### src/rtl/merge_pkg.sv
// Shared definitions for the merge-tree node controller: state encoding,
// default widths and the key-extraction helper.
package merge_pkg;

    localparam int DATA_WIDTH_DEF = 64;
    localparam int KEY_WIDTH_DEF  = 32;
    localparam int LEN_WIDTH_DEF  = 16;

    // Items are zero-extended to this width before key extraction so one
    // helper serves every DATA_WIDTH/KEY_WIDTH combination up to 256 bits.
    localparam int ITEM_MAX_W = 256;

    localparam logic [2:0] ST_IDLE    = 3'd0;
    localparam logic [2:0] ST_MERGE   = 3'd1;
    localparam logic [2:0] ST_DRAIN_A = 3'd2;
    localparam logic [2:0] ST_DRAIN_B = 3'd3;
    localparam logic [2:0] ST_DONE    = 3'd4;

    function automatic logic [ITEM_MAX_W-1:0] key_field(
        input logic [ITEM_MAX_W-1:0] item,
        input int unsigned           key_lsb
    );
        return item >> key_lsb;
    endfunction

endpackage

### src/rtl/run_counter.sv
// Per-input run counter: counts items popped from one FIFO for the current
// run and flags when the run is (or is about to be) exhausted.
module run_counter #(
    parameter int LEN_WIDTH = 16
) (
    input  logic                 i_clk,
    input  logic                 i_rst,
    input  logic                 i_clear,
    input  logic                 i_inc,
    input  logic [LEN_WIDTH-1:0] i_limit,
    output logic                 o_exhausted,
    output logic                 o_last
);

    logic [LEN_WIDTH-1:0] count_q, count_d;
    logic [LEN_WIDTH:0]   count_next_ext;

    assign o_exhausted    = (count_q == i_limit);
    assign count_next_ext = {1'b0, count_q} + (LEN_WIDTH+1)'(1);
    // The item being popped now is the final one of the run.
    assign o_last         = (count_next_ext == {1'b0, i_limit});

    always_comb begin
        count_d = count_q;
        if (i_clear) begin
            count_d = '0;
        end else if (i_inc && !o_exhausted) begin
            count_d = count_q + LEN_WIDTH'(1);
        end
    end

    always_ff @(posedge i_clk) begin
        if (i_rst) begin
            count_q <= '0;
        end else begin
            count_q <= count_d;
        end
    end

endmodule

### src/rtl/merge_ctrl_2.sv
// Two-way merge controller for one merge-tree node: pops the smaller head of
// two show-ahead FIFOs and pushes it downstream, one item per cycle.
module merge_ctrl_2
    import merge_pkg::*;
#(
    parameter int DATA_WIDTH = DATA_WIDTH_DEF,
    parameter int KEY_WIDTH  = KEY_WIDTH_DEF,
    parameter int LEN_WIDTH  = LEN_WIDTH_DEF
) (
    input  logic                  i_clk,
    input  logic                  i_rst,
    input  logic                  i_start,
    input  logic [LEN_WIDTH-1:0]  i_run_len,
    input  logic [DATA_WIDTH-1:0] i_a_item,
    input  logic                  i_a_empty,
    output logic                  o_a_read,
    input  logic [DATA_WIDTH-1:0] i_b_item,
    input  logic                  i_b_empty,
    output logic                  o_b_read,
    output logic [DATA_WIDTH-1:0] o_item,
    output logic                  o_write,
    input  logic                  i_out_full,
    output logic                  o_busy,
    output logic                  o_done,
    output logic [LEN_WIDTH:0]    o_count
);

    localparam int unsigned KEY_LSB = DATA_WIDTH - KEY_WIDTH;

    logic [2:0]           state_q, state_d;
    logic [LEN_WIDTH-1:0] run_len_q, run_len_d;
    logic [LEN_WIDTH:0]   count_q, count_d;
    logic [KEY_WIDTH-1:0] key_a, key_b;
    logic                 a_read, b_read, clear;
    logic                 a_exh, a_last, b_exh, b_last;

    assign key_a = KEY_WIDTH'(key_field(ITEM_MAX_W'(i_a_item), KEY_LSB));
    assign key_b = KEY_WIDTH'(key_field(ITEM_MAX_W'(i_b_item), KEY_LSB));

    run_counter #(.LEN_WIDTH(LEN_WIDTH)) u_cnt_a (
        .i_clk       (i_clk),
        .i_rst       (i_rst),
        .i_clear     (clear),
        .i_inc       (a_read),
        .i_limit     (run_len_q),
        .o_exhausted (a_exh),
        .o_last      (a_last)
    );

    run_counter #(.LEN_WIDTH(LEN_WIDTH)) u_cnt_b (
        .i_clk       (i_clk),
        .i_rst       (i_rst),
        .i_clear     (clear),
        .i_inc       (b_read),
        .i_limit     (run_len_q),
        .o_exhausted (b_exh),
        .o_last      (b_last)
    );

    always_comb begin
        state_d   = state_q;
        run_len_d = run_len_q;
        clear     = 1'b0;
        a_read    = 1'b0;
        b_read    = 1'b0;
        case (state_q)
            ST_IDLE: begin
                if (i_start) begin
                    run_len_d = i_run_len;
                    clear     = 1'b1;
                    state_d   = (i_run_len == '0) ? ST_DONE : ST_MERGE;
                end
            end
            ST_MERGE: begin
                // Ties go to A so equal keys keep their A-before-B order.
                if (!i_out_full && !i_a_empty && !i_b_empty) begin
                    if (key_a <= key_b) begin
                        a_read = 1'b1;
                        if (a_last) state_d = ST_DRAIN_B;
                    end else begin
                        b_read = 1'b1;
                        if (b_last) state_d = ST_DRAIN_A;
                    end
                end
            end
            ST_DRAIN_A: begin
                if (a_exh) begin
                    state_d = ST_DONE;
                end else if (!i_out_full && !i_a_empty) begin
                    a_read = 1'b1;
                    if (a_last) state_d = ST_DONE;
                end
            end
            ST_DRAIN_B: begin
                if (b_exh) begin
                    state_d = ST_DONE;
                end else if (!i_out_full && !i_b_empty) begin
                    b_read = 1'b1;
                    if (b_last) state_d = ST_DONE;
                end
            end
            ST_DONE: begin
                state_d = ST_IDLE;
            end
            default: begin
                state_d = ST_IDLE;
            end
        endcase
        // A reset cycle must not move data even though state is still live.
        if (i_rst) begin
            a_read = 1'b0;
            b_read = 1'b0;
            clear  = 1'b0;
        end
    end

    always_comb begin
        count_d = count_q;
        if (clear) begin
            count_d = '0;
        end else if (a_read || b_read) begin
            count_d = count_q + (LEN_WIDTH+1)'(1);
        end
    end

    always_ff @(posedge i_clk) begin
        if (i_rst) begin
            state_q <= ST_IDLE;
            count_q <= '0;
        end else begin
            state_q <= state_d;
            count_q <= count_d;
        end
    end

    always_ff @(posedge i_clk) begin
        run_len_q <= run_len_d;
    end

    assign o_a_read = a_read;
    assign o_b_read = b_read;
    assign o_write  = a_read | b_read;
    assign o_item   = a_read ? i_a_item : (b_read ? i_b_item : '0);
    assign o_busy   = (state_q != ST_IDLE);
    assign o_done   = (state_q == ST_DONE) && !i_rst;
    assign o_count  = count_q;

endmodule
### config.mk
export PLATFORM = sky130hd
export DESIGN_NAME = merge_ctrl_2
export DESIGN_NICKNAME = d
export VERILOG_FILES = /design/src/rtl/merge_pkg.sv /design/src/rtl/run_counter.sv /design/src/rtl/merge_ctrl_2.sv
export SDC_FILE = /design/constraint.sdc
export NUM_CORES = 1
export LEC_CHECK = 0
export ABC_AREA = 1
export CAP_MARGIN = 20
export CORE_UTILIZATION = 46
export DETAILED_ROUTE_END_ITERATION = 16
export GPL_TIMING_DRIVEN = 0
export PLACE_DENSITY = 0.89
export SETUP_SLACK_MARGIN = 0.15
export SLEW_MARGIN = 0
export SYNTH_ARGS = -nofsm -noshare
export SYNTH_HDL_FRONTEND = slang
export SYNTH_SLANG_ARGS = --single-unit
### constraint.sdc
create_clock -name i_clk -period 4.5 [get_ports i_clk]
set_input_delay 1.35 -clock i_clk [delete_from_list [all_inputs] [get_ports i_clk]]
set_output_delay 1.35 -clock i_clk [all_outputs]
set_load 0.05 [all_outputs]
==> run summary, run 1 <==
outcome - aborted with a tool error
H-Tree Depth - 3
number of flops mapped to enable cells by yosys - 16
Synth Area per Inst - 6.13 um2
top-area cell type share of the netlist area - 21.2%
FP Rows - 42
Synth Instances - 1031
Root Driver - clkbuf_16
Post-synth top flop - dfxtp_1
grt total ovfl - 54
first reported error - [ERROR GRT-0232] Routing congestion too high. Check the congestion heatmap in the GUI.
largest net degree at the start of global routing - 14
total CTS buffers - 9
area of the mapped netlist - 6320 um2
port bufs - 235
fraction of registers with async set/reset - 0%
cts hold-fix bufs - 0
io pins - 236
clk sinks - 68
yosys warns - 0
Die W - 119 um
global-route usage over all layers - 71.6%
GR repair worst EP - o_item[26]
most frequent cell after synthesis - nand2_1
WEP type - output port
area leader, netlist - nand2_1
Post-Place Cells - 1443
Syn Nets - 1216
synth cell count leaders - 357 x nand2_1, 121 x inv_1, 100 x nor2_1
height of the die - 119 um
register area share after synthesis - 24.1%
Clock Tree Buf Depth - 2
Yosys reg bits - 68
Halt Stage - global routing
Synth area leaders - nand2_1 21%, dfxtp_1 16%, edfxtp_1 7.6%, inv_1 7.2%, ha_1 6.9%
initial cell density of the core - 47.4%
GPL Wtd Cong - 1.00
Yosys cell types - 38
hpwl dp - 18.7 mm
per-layer routing:
layer,track usage [%],overflow
met2,92.3,22
met1,68.6,0
met4,74.9,30
met3,53.6,2
met5,21.7,0
stage by stage:
step | area (um2) | setup WS (ns)
4_1_cts | 11500 | -0.470
3_5_place_dp | 9720 | -1.75
3_3_place_gp | 9710 | -1.70
2_1_floorplan | 7140 | -0.0522
repair_timing:
| action | in CTS |
|---|---|
| setup endpoints to repair | 67 |
| buffers inserted | 66 |
| hold endpoints to repair | 0 |
| pin swaps | 53 |
| cloned | 5 |
| gates resized for setup | 823 |
cells by family after synthesis:
family | after synthesis | synth area share (%)
adders and majority gates | 35 | 6.93
and+or+nand+nor | 606 | 41.4
xor gates and xnor gates | 53 | 7.34
buffers and inverters | 155 | 10.8
AOI/OAI and AO/OA | 114 | 9.42
DFF | 68 | 24.1
==> run 2: changes to the inputs <==
CORE_UTILIZATION = 39   (was 46)
PLACE_DENSITY = unset   (was 0.89)
PLACE_DENSITY_LB_ADDON = 0.15   (was unset)
SETUP_SLACK_MARGIN = unset   (was 0.15)
==> run summary, run 2 <==
area of the mapped netlist - 6320 um2 (unchanged)
post-route antenna net violation count - 0
global-route usage over all layers - 36.0%
Die ar. - 16700 um2
Synth Area per Inst - 6.13 um2 (unchanged)
Die W - 129 um (+8.5%)
pre-CTS setup slack - -1.67 ns (+0.0716 ns)
Fin Setup TNS - -64.34 ns
clock skew - 0.00944 ns
FP Rows - 46 (+9.5%)
clk slew on worst S/H paths - 0.06 ns
Synth Instances - 1031 (unchanged)
count of final hold-check violations - 0
Slew Viols, Final - 0
synth cell count leaders - 357 x nand2_1, 121 x inv_1, 100 x nor2_1
initial cell density of the core - 40.0% (-7.4 points)
period utilization - 125%
diode count - 0
global-route wire length before repair - 45.3 mm
Layout area overhead - 97.8%
Final Power - 0.00310 W
most frequent cell after synthesis - nand2_1
commonest non-fill, non-tap cell in the layout - nand2_1
Vias - 9167
area leader, netlist - nand2_1
initial DRC count - 651
startpoint types - input pin
initial antenna violation count - 0
core area - 15800 um2
top-area cell type share of the netlist area - 21.2% (unchanged)
P_leak - 5.61 nW
vias in the first global route - 8422
final instance area - 12500 um2
DRC Markers - 0
max-cap viol count - 0
Clock Latency Late Sink - 0.34 ns
clk sinks - 68 (unchanged)
largest net degree at the start of global routing - 13
Root Driver - clkbuf_16
most frequent cells in the layout - 230 x nand2_1, 107 x buf_4, 104 x clkdlybuf4s50_1
cts hold-fix bufs - 0 (unchanged)
pwr dens - 248 nW/um2
fraction of registers with async set/reset - 0% (unchanged)
height of the die - 129 um (+8.5%)
failing checks - setup timing
Clock Tree Buf Depth - 2 (unchanged)
Post-synth top flop - dfxtp_1
Yosys cell types - 38 (unchanged)
Syn Nets - 1216 (unchanged)
register area share after synthesis - 24.1% (unchanged)
Placed Instance Area - 9740 um2 (+0.19%)
io pins - 236 (unchanged)
Setup WS post-layout - -1.14 ns
RSZ-0062 raised after global routing - yes
number of flops mapped to enable cells by yosys - 16 (unchanged)
share of cells above drive strength 1 - 40.2%
Vias/cell - 5.64
outcome - finished, violations left
minimum clock period - 5.64 ns
CTS tree - yes
port bufs - 235 (unchanged)
GPL Wtd Cong - 0.888 (-11%)
grt total ovfl - 0
measured slew at the worst slew-check pin - 1.19 ns
yosys warns - 0 (unchanged)
Yosys reg bits - 68 (unchanged)
Crit Path Category - input pin to primary output
Detailed Route WL - 36.9 mm
CP endpoint kind - primary output
worst-path fanout max - 8
Critical Path RT - 3.15 ns
fillers - 961
VDD IR max - 290 uV
DR pass1 iterations - 6
H-Tree Depth - 3 (unchanged)
Synth area leaders - nand2_1 21%, dfxtp_1 16%, edfxtp_1 7.6%, inv_1 7.2%, ha_1 6.9%
fin nets - 1588
Crit path arrival time - 4.29 ns
hpwl dp - 18.1 mm (-3.1%)
Hold Crit Class - register to register
fmax - 177 MHz
drt wl/cell - 22.7 um
max reg flops - 17
final hold slack - 0.499 ns
Max-slew headroom - 19.8%
total CTS buffers - 9 (unchanged)
number of setup violations in the final report - 70
==> run 2: cell counts after synthesis <==
No cell type changed its count.
==> run 2: area by class of cell <==
| cell class | count | area, um2 | area share, % |
|---|---|---|---|
| repair buffers | 363 | 3790 | 30.3 |
| inverters | 126 | 527 | 4.21 |
| well taps | 216 | 270 | 2.16 |
| clock inverters | 6 | 87.6 | 0.700 |
| clock buffers | 10 | 229 | 1.83 |
| multi-input cells | 808 | 5750 | 46.0 |
| flip-flops and latches | 68 | 1520 | 12.2 |
| plain buffers | 27 | 335 | 2.68 |
==> run 2: stage by stage <==
step / utilization, % / instances
global route: 79.0 / 1624
global placement: 61.5 / 1482
finish: 79.0 / 1624
CTS: 75.4 / 1612
detailed placement: 61.5 / 1483
floorplan: - / 1031
==> run 2: final timing paths <==
| kind | end | start | cells after the start | slack [ns] |
|---|---|---|---|---|
| worst max register to register | o_count[4] | state_q[0] | 12 | 1.64 |
| worst min register to register | u_cnt_b.count_q[15] | u_cnt_b.count_q[15] | 2 | 0.50 |
| worst max-delay path | o_item[55] | i_b_item[59] | 17 | -1.14 |
| worst min-delay path | u_cnt_b.count_q[15] | u_cnt_b.count_q[15] | 2 | 0.50 |
==> run 2: layer usage <==
| metal | up-vias | part of all wire, % | track usage (%) |
|---|---|---|---|
| li1 | 4040 | - | - |
| met1 | 4201 | 32 | 35.6 |
| met2 | 628 | 45 | 62.4 |
| met3 | 296 | 13 | 13.4 |
| met4 | 2 | 9.9 | 26.1 |
| met5 | - | 0.13 | 0 |
==> run 2: what timing repair did <==
action                                  4_1_cts  5_1_grt
setup buffers                               106       19
pin swaps                                    59       50
resized for setup                           865      146
endpoints found under the setup margin       67       70
cloned                                        7        6
==> run 2: report_power, final <==
part / internal, W / switching, W / leakage [nW] / total [W]
combinational: 0.000655 / 0.000928 / 4.89 / 0.00158
sequential: 0.000687 / 0.0000646 / 0.571 / 0.000751
clock: 0.000486 / 0.000278 / 0.157 / 0.000764
==> run 2: kinds of logic after synthesis <==
family                     synth area share (%)
AOI/OAI and AO/OA                          9.42
xor gates and xnor gates                   7.34
adders and majority gates                  6.93
buffers and inverters                      10.8
DFF                                        24.1
and+or+nand+nor                            41.4
==> run 2: worst max-delay path: stages <==
cell and delay [ns]:
buf_6 0.07, inv_2 0.05, ha_4 0.28, nand4_1 0.39, nor2_2 0.29, nand2_2 0.13
nor2_4 0.19, nor2_4 0.06, nand2_2 0.09, nand2_4 0.07, buf_6 0.13, o21ai_4 0.18
nand2_4 0.11, buf_12 0.19, buf_16 0.16, o21ai_4 0.28, buf_8 0.22
No activity file was read; power rests on OpenSTA's default activity.
